$ cat config.mk
export PLATFORM = sky130hd
export DESIGN_NAME = mac_seq
export DESIGN_NICKNAME = d
export VERILOG_FILES = /design/src/rtl/mac_pkg.sv /design/src/rtl/mac_acc_add.sv /design/src/rtl/mac_seq.sv
export SDC_FILE = /design/constraint.sdc
export NUM_CORES = 1
export LEC_CHECK = 0
export CAP_MARGIN = 20
export CORE_MARGIN = 2
export CORE_UTILIZATION = 49
export DETAILED_ROUTE_END_ITERATION = 10
export PLACE_DENSITY_LB_ADDON = 0.15
export SYNTH_ARGS = -nofsm -noshare
export SYNTH_HDL_FRONTEND = slang
export SYNTH_SLANG_ARGS = --single-unit
$ cat constraint.sdc
create_clock -name clk -period 2.6 [get_ports clk]
set_input_delay 0.52 -clock clk [delete_from_list [all_inputs] [get_ports clk]]
set_output_delay 0.52 -clock clk [all_outputs]
set_load 0.05 [all_outputs]
$ cat src/rtl/mac_pkg.sv
// ============================================================================
// Module      : mac_pkg
// Description : Shared types and constants for the mac_seq multiply-
//               accumulate sequencer (state encoding, default widths).
// Revision    : 1.0 - initial release
// ============================================================================
`default_nettype none

package mac_pkg;

  // Sequencer states
  typedef enum logic [2:0] {
    S_IDLE    = 3'd0,
    S_FETCH   = 3'd1,
    S_MULT    = 3'd2,
    S_RELEASE = 3'd3,
    S_DONE    = 3'd4
  } mac_state_t;

  // Default accumulator width (must be at least PROD_W)
  localparam int ACC_W_DEF = 20;

  // Width of the signed product delivered by the multiplier
  localparam int PROD_W = 16;

endpackage : mac_pkg

`default_nettype wire

$ cat src/rtl/mac_acc_add.sv
// ============================================================================
// Module      : mac_acc_add
// Description : Combinational accumulate step: sign-extends the 16-bit
//               product, adds it to the accumulator at ACC_W+1 bits and
//               flags signed overflow. Build option MAC_SAT_EN clamps the
//               result to the most-positive/most-negative value on overflow;
//               without it the result wraps modulo 2^ACC_W.
// Revision    : 1.0 - initial release
// ============================================================================
`default_nettype none

module mac_acc_add
  import mac_pkg::*;
#(
  parameter int ACC_W = ACC_W_DEF
) (
  input  logic [ACC_W-1:0]  acc_i,
  input  logic [PROD_W-1:0] prod_i,
  output logic [ACC_W-1:0]  sum_o,
  output logic              ovf_o
);

  logic [ACC_W:0] acc_ext;
  logic [ACC_W:0] prod_ext;
  logic [ACC_W:0] sum_ext;

  assign acc_ext  = {acc_i[ACC_W-1], acc_i};
  assign prod_ext = {{(ACC_W + 1 - PROD_W){prod_i[PROD_W-1]}}, prod_i};
  assign sum_ext  = acc_ext + prod_ext;

  // With both operands sign-extended by one bit, the top two sum bits differ
  // exactly when same-signed operands produce a result of the other sign.
  // The top bit is the true sign and therefore gives the overflow direction.
  assign ovf_o = sum_ext[ACC_W] ^ sum_ext[ACC_W-1];

`ifdef MAC_SAT_EN
  // Clamp toward the true sign of the infinite-precision sum
  always_comb begin
    sum_o = sum_ext[ACC_W-1:0];
    if (ovf_o) begin
      sum_o = sum_ext[ACC_W] ? {1'b1, {(ACC_W - 1){1'b0}}}
                             : {1'b0, {(ACC_W - 1){1'b1}}};
    end
  end
`else
  assign sum_o = sum_ext[ACC_W-1:0];
`endif

endmodule : mac_acc_add

`default_nettype wire

$ cat src/rtl/mac_seq.sv
// ============================================================================
// Module      : mac_seq
// Description : Multiply-accumulate sequencer. Accepts signed 8-bit operand
//               pairs over valid/ready, runs each pair through an external
//               start/done multiplier and accumulates the products into a
//               signed ACC_W-bit dot product with a sticky overflow flag.
//               Build option MAC_SAT_EN selects saturating accumulation.
// Revision    : 1.0 - initial release
// ============================================================================
`default_nettype none

module mac_seq
  import mac_pkg::*;
#(
  parameter int ACC_W = ACC_W_DEF
) (
  input  logic              clk,
  input  logic              reset_L,
  input  logic              go,
  input  logic [7:0]        len,
  input  logic              in_valid,
  input  logic [7:0]        in_A,
  input  logic [7:0]        in_B,
  output logic              in_ready,
  output logic [7:0]        mult_A,
  output logic [7:0]        mult_B,
  output logic              mult_start,
  input  logic              mult_done,
  input  logic [PROD_W-1:0] mult_out,
  output logic [ACC_W-1:0]  acc,
  output logic              acc_valid,
  output logic              ovf,
  output logic              busy
);

  mac_state_t       state_q;
  logic [7:0]       cnt_q;
  logic [7:0]       mult_a_q;
  logic [7:0]       mult_b_q;
  logic [ACC_W-1:0] acc_q;
  logic             ovf_q;
  logic             in_ready_q;
  logic             mult_start_q;
  logic             acc_valid_q;
  logic             busy_q;

  logic [ACC_W-1:0] acc_d;
  logic             add_ovf;

  mac_acc_add #(
    .ACC_W (ACC_W)
  ) u_acc_add (
    .acc_i  (acc_q),
    .prod_i (mult_out),
    .sum_o  (acc_d),
    .ovf_o  (add_ovf)
  );

  // Sequencer FSM; every handshake output is registered and updated on the
  // transition into the state that owns it
  always_ff @(posedge clk or negedge reset_L) begin
    if (!reset_L) begin
      state_q      <= S_IDLE;
      cnt_q        <= 8'd0;
      mult_a_q     <= 8'd0;
      mult_b_q     <= 8'd0;
      acc_q        <= '0;
      ovf_q        <= 1'b0;
      in_ready_q   <= 1'b0;
      mult_start_q <= 1'b0;
      acc_valid_q  <= 1'b0;
      busy_q       <= 1'b0;
    end else begin
      acc_valid_q <= 1'b0;
      case (state_q)
        S_IDLE: begin
          if (go) begin
            acc_q  <= '0;
            ovf_q  <= 1'b0;
            busy_q <= 1'b1;
            if (len != 8'd0) begin
              cnt_q      <= len;
              in_ready_q <= 1'b1;
              state_q    <= S_FETCH;
            end else begin
              acc_valid_q <= 1'b1;
              state_q     <= S_DONE;
            end
          end
        end
        S_FETCH: begin
          if (in_valid && in_ready_q) begin
            mult_a_q     <= in_A;
            mult_b_q     <= in_B;
            in_ready_q   <= 1'b0;
            mult_start_q <= 1'b1;
            state_q      <= S_MULT;
          end
        end
        S_MULT: begin
          if (mult_done) begin
            acc_q        <= acc_d;
            ovf_q        <= ovf_q | add_ovf;
            cnt_q        <= cnt_q - 8'd1;
            mult_start_q <= 1'b0;
            state_q      <= S_RELEASE;
          end
        end
        S_RELEASE: begin
          // Wait for the multiplier to drop done before the next request
          if (!mult_done) begin
            if (cnt_q == 8'd0) begin
              acc_valid_q <= 1'b1;
              state_q     <= S_DONE;
            end else begin
              in_ready_q <= 1'b1;
              state_q    <= S_FETCH;
            end
          end
        end
        S_DONE: begin
          busy_q  <= 1'b0;
          state_q <= S_IDLE;
        end
        default: begin
          in_ready_q   <= 1'b0;
          mult_start_q <= 1'b0;
          busy_q       <= 1'b0;
          state_q      <= S_IDLE;
        end
      endcase
    end
  end

  assign in_ready   = in_ready_q;
  assign mult_A     = mult_a_q;
  assign mult_B     = mult_b_q;
  assign mult_start = mult_start_q;
  assign acc        = acc_q;
  assign acc_valid  = acc_valid_q;
  assign ovf        = ovf_q;
  assign busy       = busy_q;

endmodule : mac_seq

`default_nettype wire

======== Word level (Yosys, flattened, before mapping) ========
Index checks and enable logic that the tools add are counted.
word-level totals
  flip-flop bits (word level) ............. 52
  bits of input ports ..................... 45
  word-level logic and storage cells ...... 75
  output and inout bits ................... 41
operators by class
  add/subtract/negate cells ............... 2
  eq/ne operators ......................... 10
  mux-type cells .......................... 33
  bitwise logic cells ..................... 5
  reduce and logical (&&, ||, !) cells .... 15
operators with widths
  cell                                               number
  two-way mux 20 bit                                 2
  one-hot mux 20 bit (2 select lines)                1
  two-way mux 8 bit                                  3
  adder 20 x 16 -> 21 bit                            1
  two-way mux 3 bit                                  6
  one-hot mux 8 bit (2 select lines)                 1
  two-way mux 1 bit                                  14
  != test 2 bit (second input constant)              6
  one-hot mux 3 bit (4 select lines)                 1
  logical NOT 8 bit                                  1
  AND reduction 4 bit                                2
  nonzero test 8 bit                                 1
  subtractor 8 x 1 -> 8 bit (second input constant)  1
  == test 3 x 2 -> 1 bit (second input constant)     2
  one-hot mux 1 bit (2 select lines)                 3
  AND reduction 3 bit                                2
  AND reduction 6 bit                                1
  OR reduction 3 bit                                 2
  one-hot mux 1 bit (4 select lines)                 1
  AND reduction 2 bit                                2
  == test 3 x 1 -> 1 bit (second input constant)     1
  == test 3 bit (second input constant)              1
  logical NOT 3 bit                                  1
  NOT 1 bit                                          3
  6 further kinds                                    6

======== Longest topological paths before layout ========
  word-level depth ........................ 5
  gate-level depth with buffers ........... 10

======== By module ========
A second synthesis with hierarchy kept.
unflattened totals
  cell total of the unflattened synthesis .. 348
  area, all modules ....................... 3256.9 µm²
modules (own cells, without submodules)
  module       sequential area each (µm²)  times used  cells an instance  area each (µm²)
  mac_seq      1301.2                      1           224                2312.2
  mac_acc_add  0.0                         1           124                944.7

======== Worst setup path before layout ========
No wires, ideal clock.
  path type ............................... reg-to-reg
  start point ............................. register acc_q[0], in the netlist acc[0]
  end point ............................... register acc_q[18], in the netlist acc[18]
  clock period less this slack ............ 2607 ps
  required time ........................... 2478 ps
  cell stages (with the launch flop) ...... 11
  library setup time ...................... 122 ps
  data arrival time ....................... 2486 ps
  buffers on the path ..................... 0
  path slack .............................. -7 ps
  cell sequence ........................... dfrtp_1 ha_1 inv_1 fa_1 nor2b_1 o2111ai_2 a21oi_1 o31a_1 o311ai_2 a21o_1 a32o_1
on the way
  word-level cells in the longest chain between the ends .. 3
ends and longest elaborated chain
  element                              RTL line           RTL
  start: declaration                   mac_seq.sv:40      logic [ACC_W-1:0] acc_q;
  start signal: assignment             mac_seq.sv:67      acc_q <= '0;
  start signal: assignment             mac_seq.sv:78      acc_q <= '0;
  start signal: assignment             mac_seq.sv:102     acc_q <= acc_d;
  adder 20 x 16 -> 21 bit              mac_acc_add.sv:29  assign sum_ext = acc_ext + prod_ext;
  two-way mux 20 bit                   mac_seq.sv:101     if (mult_done) begin
  one-hot mux 20 bit (2 select lines)  mac_seq.sv:75      case (state_q)
No other way between the ends. The select of a mux whose other input is x is not followed.
A chain may end at the register's enable or synchronous reset.

======== Final worst setup path ========
  start point ............................. input mult_out[2]
  end point ............................... register acc_q[18], in the netlist acc[18]
on the way
  word-level cells in the longest chain between the ends .. 3
ends and longest elaborated chain
  element                              RTL line           RTL
  start: declaration                   mac_seq.sv:29      input logic [PROD_W-1:0] mult_out,
  adder 20 x 16 -> 21 bit              mac_acc_add.sv:29
  two-way mux 20 bit                   mac_seq.sv:101
  one-hot mux 20 bit (2 select lines)  mac_seq.sv:75
No other way between the ends. The select of a mux whose other input is x is not followed.

==> flow_metrics.py <==
metrics = {
    "status": {
        "status": "finished clean",
    },
    "global_routing": {
        "grt_max_degree": 25,
        "overflow": 0,
        "track_usage_pct": 24.0,
        "grt_pass1_wl_mm": 14.4,
        "grt.met1_usage_pct": 31.0,
        "busiest_layer": "met2",
        "met2_usage_pct": 41.5,
        "grt_pass1_vias": 3116,
        "antenna_found_initial": 0,
        "gr-usage-met3_pct": 3.40,
    },
    "sta": {
        "slew-limit-headroom_pct": 55.7,
        "period_share_pct": 98.1,
        "fmax_mhz": 392,
        "drv_slew": 0,
        "hold_slack_ns": 0.0568,
        "setup_viol": 0,
        "period_needed_ns": 2.55,
        "setup_slack_ns": 0.0483,
        "hold_viol": 0,
        "rsz0062_at_grt": "no",
        "clock_skew_ns": 0.00955,
        "tightest_slew_ns": 0.663,
    },
    "pwr": {
        "power.switching_mw": 2.45,
        "power_mw": 5.07,
        "sw_frac_of_total_pct": 48.2,
        "seqPwrFrac_pct": 27.0,
        "irDropWorstVdd_v": 0.000803,
        "p_per_area_nw_per_um2": 1110,
        "leakagePower_nw": 2.00,
        "p_comb_share_pct": 63.2,
        "clockPowerShare_pct": 9.8,
        "p_int_mw": 2.63,
    },
    "routing": {
        "vias": 3057,
        "drt-initial-drc-count": 132,
        "drt-total-wl_mm": 8.39,
        "wl_per_cell_um": 15.1,
        "antenna_left": 0,
        "first_pass_iters": 4,
        "remaining_drc_errors": 0,
        "viasPerCell": 5.52,
    },
    "worst_setup_path": {
        "path_buf_inv": 1,
        "path_cells": "clkdlybuf4s50_1, ha_1, nor2b_2, o2111ai_2, a21oi_2, o31a_1, o311ai_2, nand3_1, a32o_1",
        "cp_data_required_time_ns": 2.79,
        "endpoint_kind": "flop",
        "r2r_cells": 10,
        "worstSetupStartpoint": "mult_out[2]",
        "cp_max_fo": 3,
        "critical_path_class": "in2reg",
        "crit_family": "compound AO/OA/AOI/OAI gates",
        "crit_cells": 9,
        "crit_path_max_incr_delay_ns": 0.44,
        "r2r_setup_slack_ns": 0.23,
        "crit_slowest_cell": "clkdlybuf4s50_1",
        "startpoint_type": "input pin",
        "rr_endpoint": "acc[18]",
        "crit_path_end": "acc[18]",
        "cp_data_arrival_time_ns": 2.74,
        "r2r-start": "acc[0]",
    },
    "floorplan": {
        "die_h_um": 85.0,
        "rows": 29,
        "core_area_um2": 6350,
        "die_area_um2": 7230,
        "start_util_pct": 50.7,
        "io_pins": 86,
        "die_width_um": 85.0,
    },
    "clocking": {
        "clkLatencyLatePin_ns": 0.30,
        "numClockSinks": 52,
        "cts_buffers": 5,
        "htree_levels": 2,
        "clockBufferDepth": 2,
        "cts_tree": "yes",
        "clk_pin_slew_ns": 0.10,
        "cts-root-buf": "clkbuf_8",
    },
    "logic_synthesis": {
        "ys_types": 55,
        "synth-seq-cells": 52,
        "ys.flop_type": "dfrtp_1",
        "avgSynthCellArea_um2": 9.14,
        "netlist_area_um2": 3220,
        "async_reset_ff_share_pct": 100,
        "syn_nets": 419,
        "synth_warnings": 0,
        "yosys-top-cells-area": "dfrtp_1 (40%), ha_1 (8.2%), mux2_1 (5.6%)",
        "synthCells": 352,
        "ys_seq_area_share_pct": 40.4,
        "synth_area_leader_cell": "dfrtp_1",
        "synth-edff-count": 0,
        "synth_top_area_share_pct": 40.4,
    },
    "placement": {
        "post-dp-hpwl_mm": 6.43,
        "routabilityCongestion": 0.893,
        "dp.cells": 537,
        "dp_slack_ns": -0.399,
        "portBuffers": 85,
    },
    "min_path": {
        "worstHoldPathType": "in2async",
    },
    "final_layout": {
        "mostFrequentLayoutCells": "clkdlybuf4s50_1 (83), dfrtp_1 (51), buf_4 (46), nand2_1 (43), o21ai_1 (34)",
        "nets": 543,
        "areaGrowthSynthToFinish_pct": 42.0,
        "drive_gt1_share_pct": 14.5,
        "antenna_cells": 0,
        "fin_util_pct": 72.0,
        "layout_commonest_cell": "clkdlybuf4s50_1",
        "fin_cells": 554,
    },
    "job": {
        "cap_viol_max_count": 0,
    },
}
area by class of cell:
| class | count | area [µm²] |
|---|---|---|
| multi-input combinational | 276 | 1840 |
| fill | 510 | 1780 |
| sequential | 52 | 1300 |
| timing repair buffer | 131 | 1190 |
| tap | 77 | 96.3 |
| clock buffer | 6 | 82.6 |
| inverter | 10 | 37.5 |
| clock inverter | 2 | 15.0 |
how the worst min path moves through the flow:
stage                     end  slack [ns]  cells past startpoint
floorplan              acc[0]        0.22                      0
global placement    mult_B[6]        0.39                      1
detailed placement  mult_B[6]        0.40                      1
CTS                 mult_B[6]        0.06                      1
global route        mult_B[6]        0.07                      1
finish              mult_B[6]        0.06                      1
sequential cells by signal (all words and copies together), names as in the netlist:
register / count
mult_A: 8
mult_start: 1
acc: 20
cnt_q: 8
busy: 1
mult_B: 8
acc_valid: 1
ovf: 1
state_q: 3
in_ready: 1
metal layers:
layer	share of wire [%]	vias up
met5	0	-
met4	1.7	0
met3	3.8	13
met2	50	69
met1	44	1456
li1	-	1519
power groups by stage:
stage,clock network (mW),registers (mW),logic [mW]
floorplan,0,2.18,1.24
global placement,0,1.37,3.07
detailed placement,0,1.39,3.14
CTS,0.512,1.37,3.18
global route,0.534,1.43,3.46
finish,0.496,1.37,3.21
synthesized netlist by cell type, types with 2 or more instances:
library cell	count
dfrtp_1	52
nand2_1	43
o21ai_1	34
nor2_1	28
a21oi_1	25
ha_1	21
mux2_1	16
clkbuf_1	12
o21ai_0	10
xnor2_1	10
inv_1	9
nand3_1	8
xor2_1	7
o211ai_1	6
nor2b_1	5
nor3_1	5
a21o_1	4
nand2b_1	4
nor4_1	4
nand4_1	3
o21bai_1	3
a211oi_1	2
a22o_1	2
a31oi_1	2
a32o_1	2
and2_1	2
o21a_1	2
o22ai_1	2
o31ai_1	2
or3_1	2
kinds of logic after synthesis:
family                     after synthesis  synth area share, %
AOI/OAI and AO/OA                      113                 22.3
and+or+nand+nor                        108                 15.2
adders and majority gates               22                 8.79
DFF                                     52                 40.4
muxes                                   16                 5.60
buffers and inverters                   24                 3.07
xor gates and xnor gates                17                 4.63
timing repair:
action,CTS,global route
gates resized for setup,3,6
setup buffers,7,2
hold buffers,0,0
setup endpoints to repair,1,5
pin swaps,2,9
per-stage QoR:
step | setup TNS, ns | cell area (µm²)
after CTS | 0 | 4540
final | 0 | 4570
after global routing | 0 | 4570
after global placement | -1.39 | 4380
after floorplan | 0 | 3220
after detailed placement | -1.63 | 4380
Note: power is estimated with default switching activity, not from simulation.
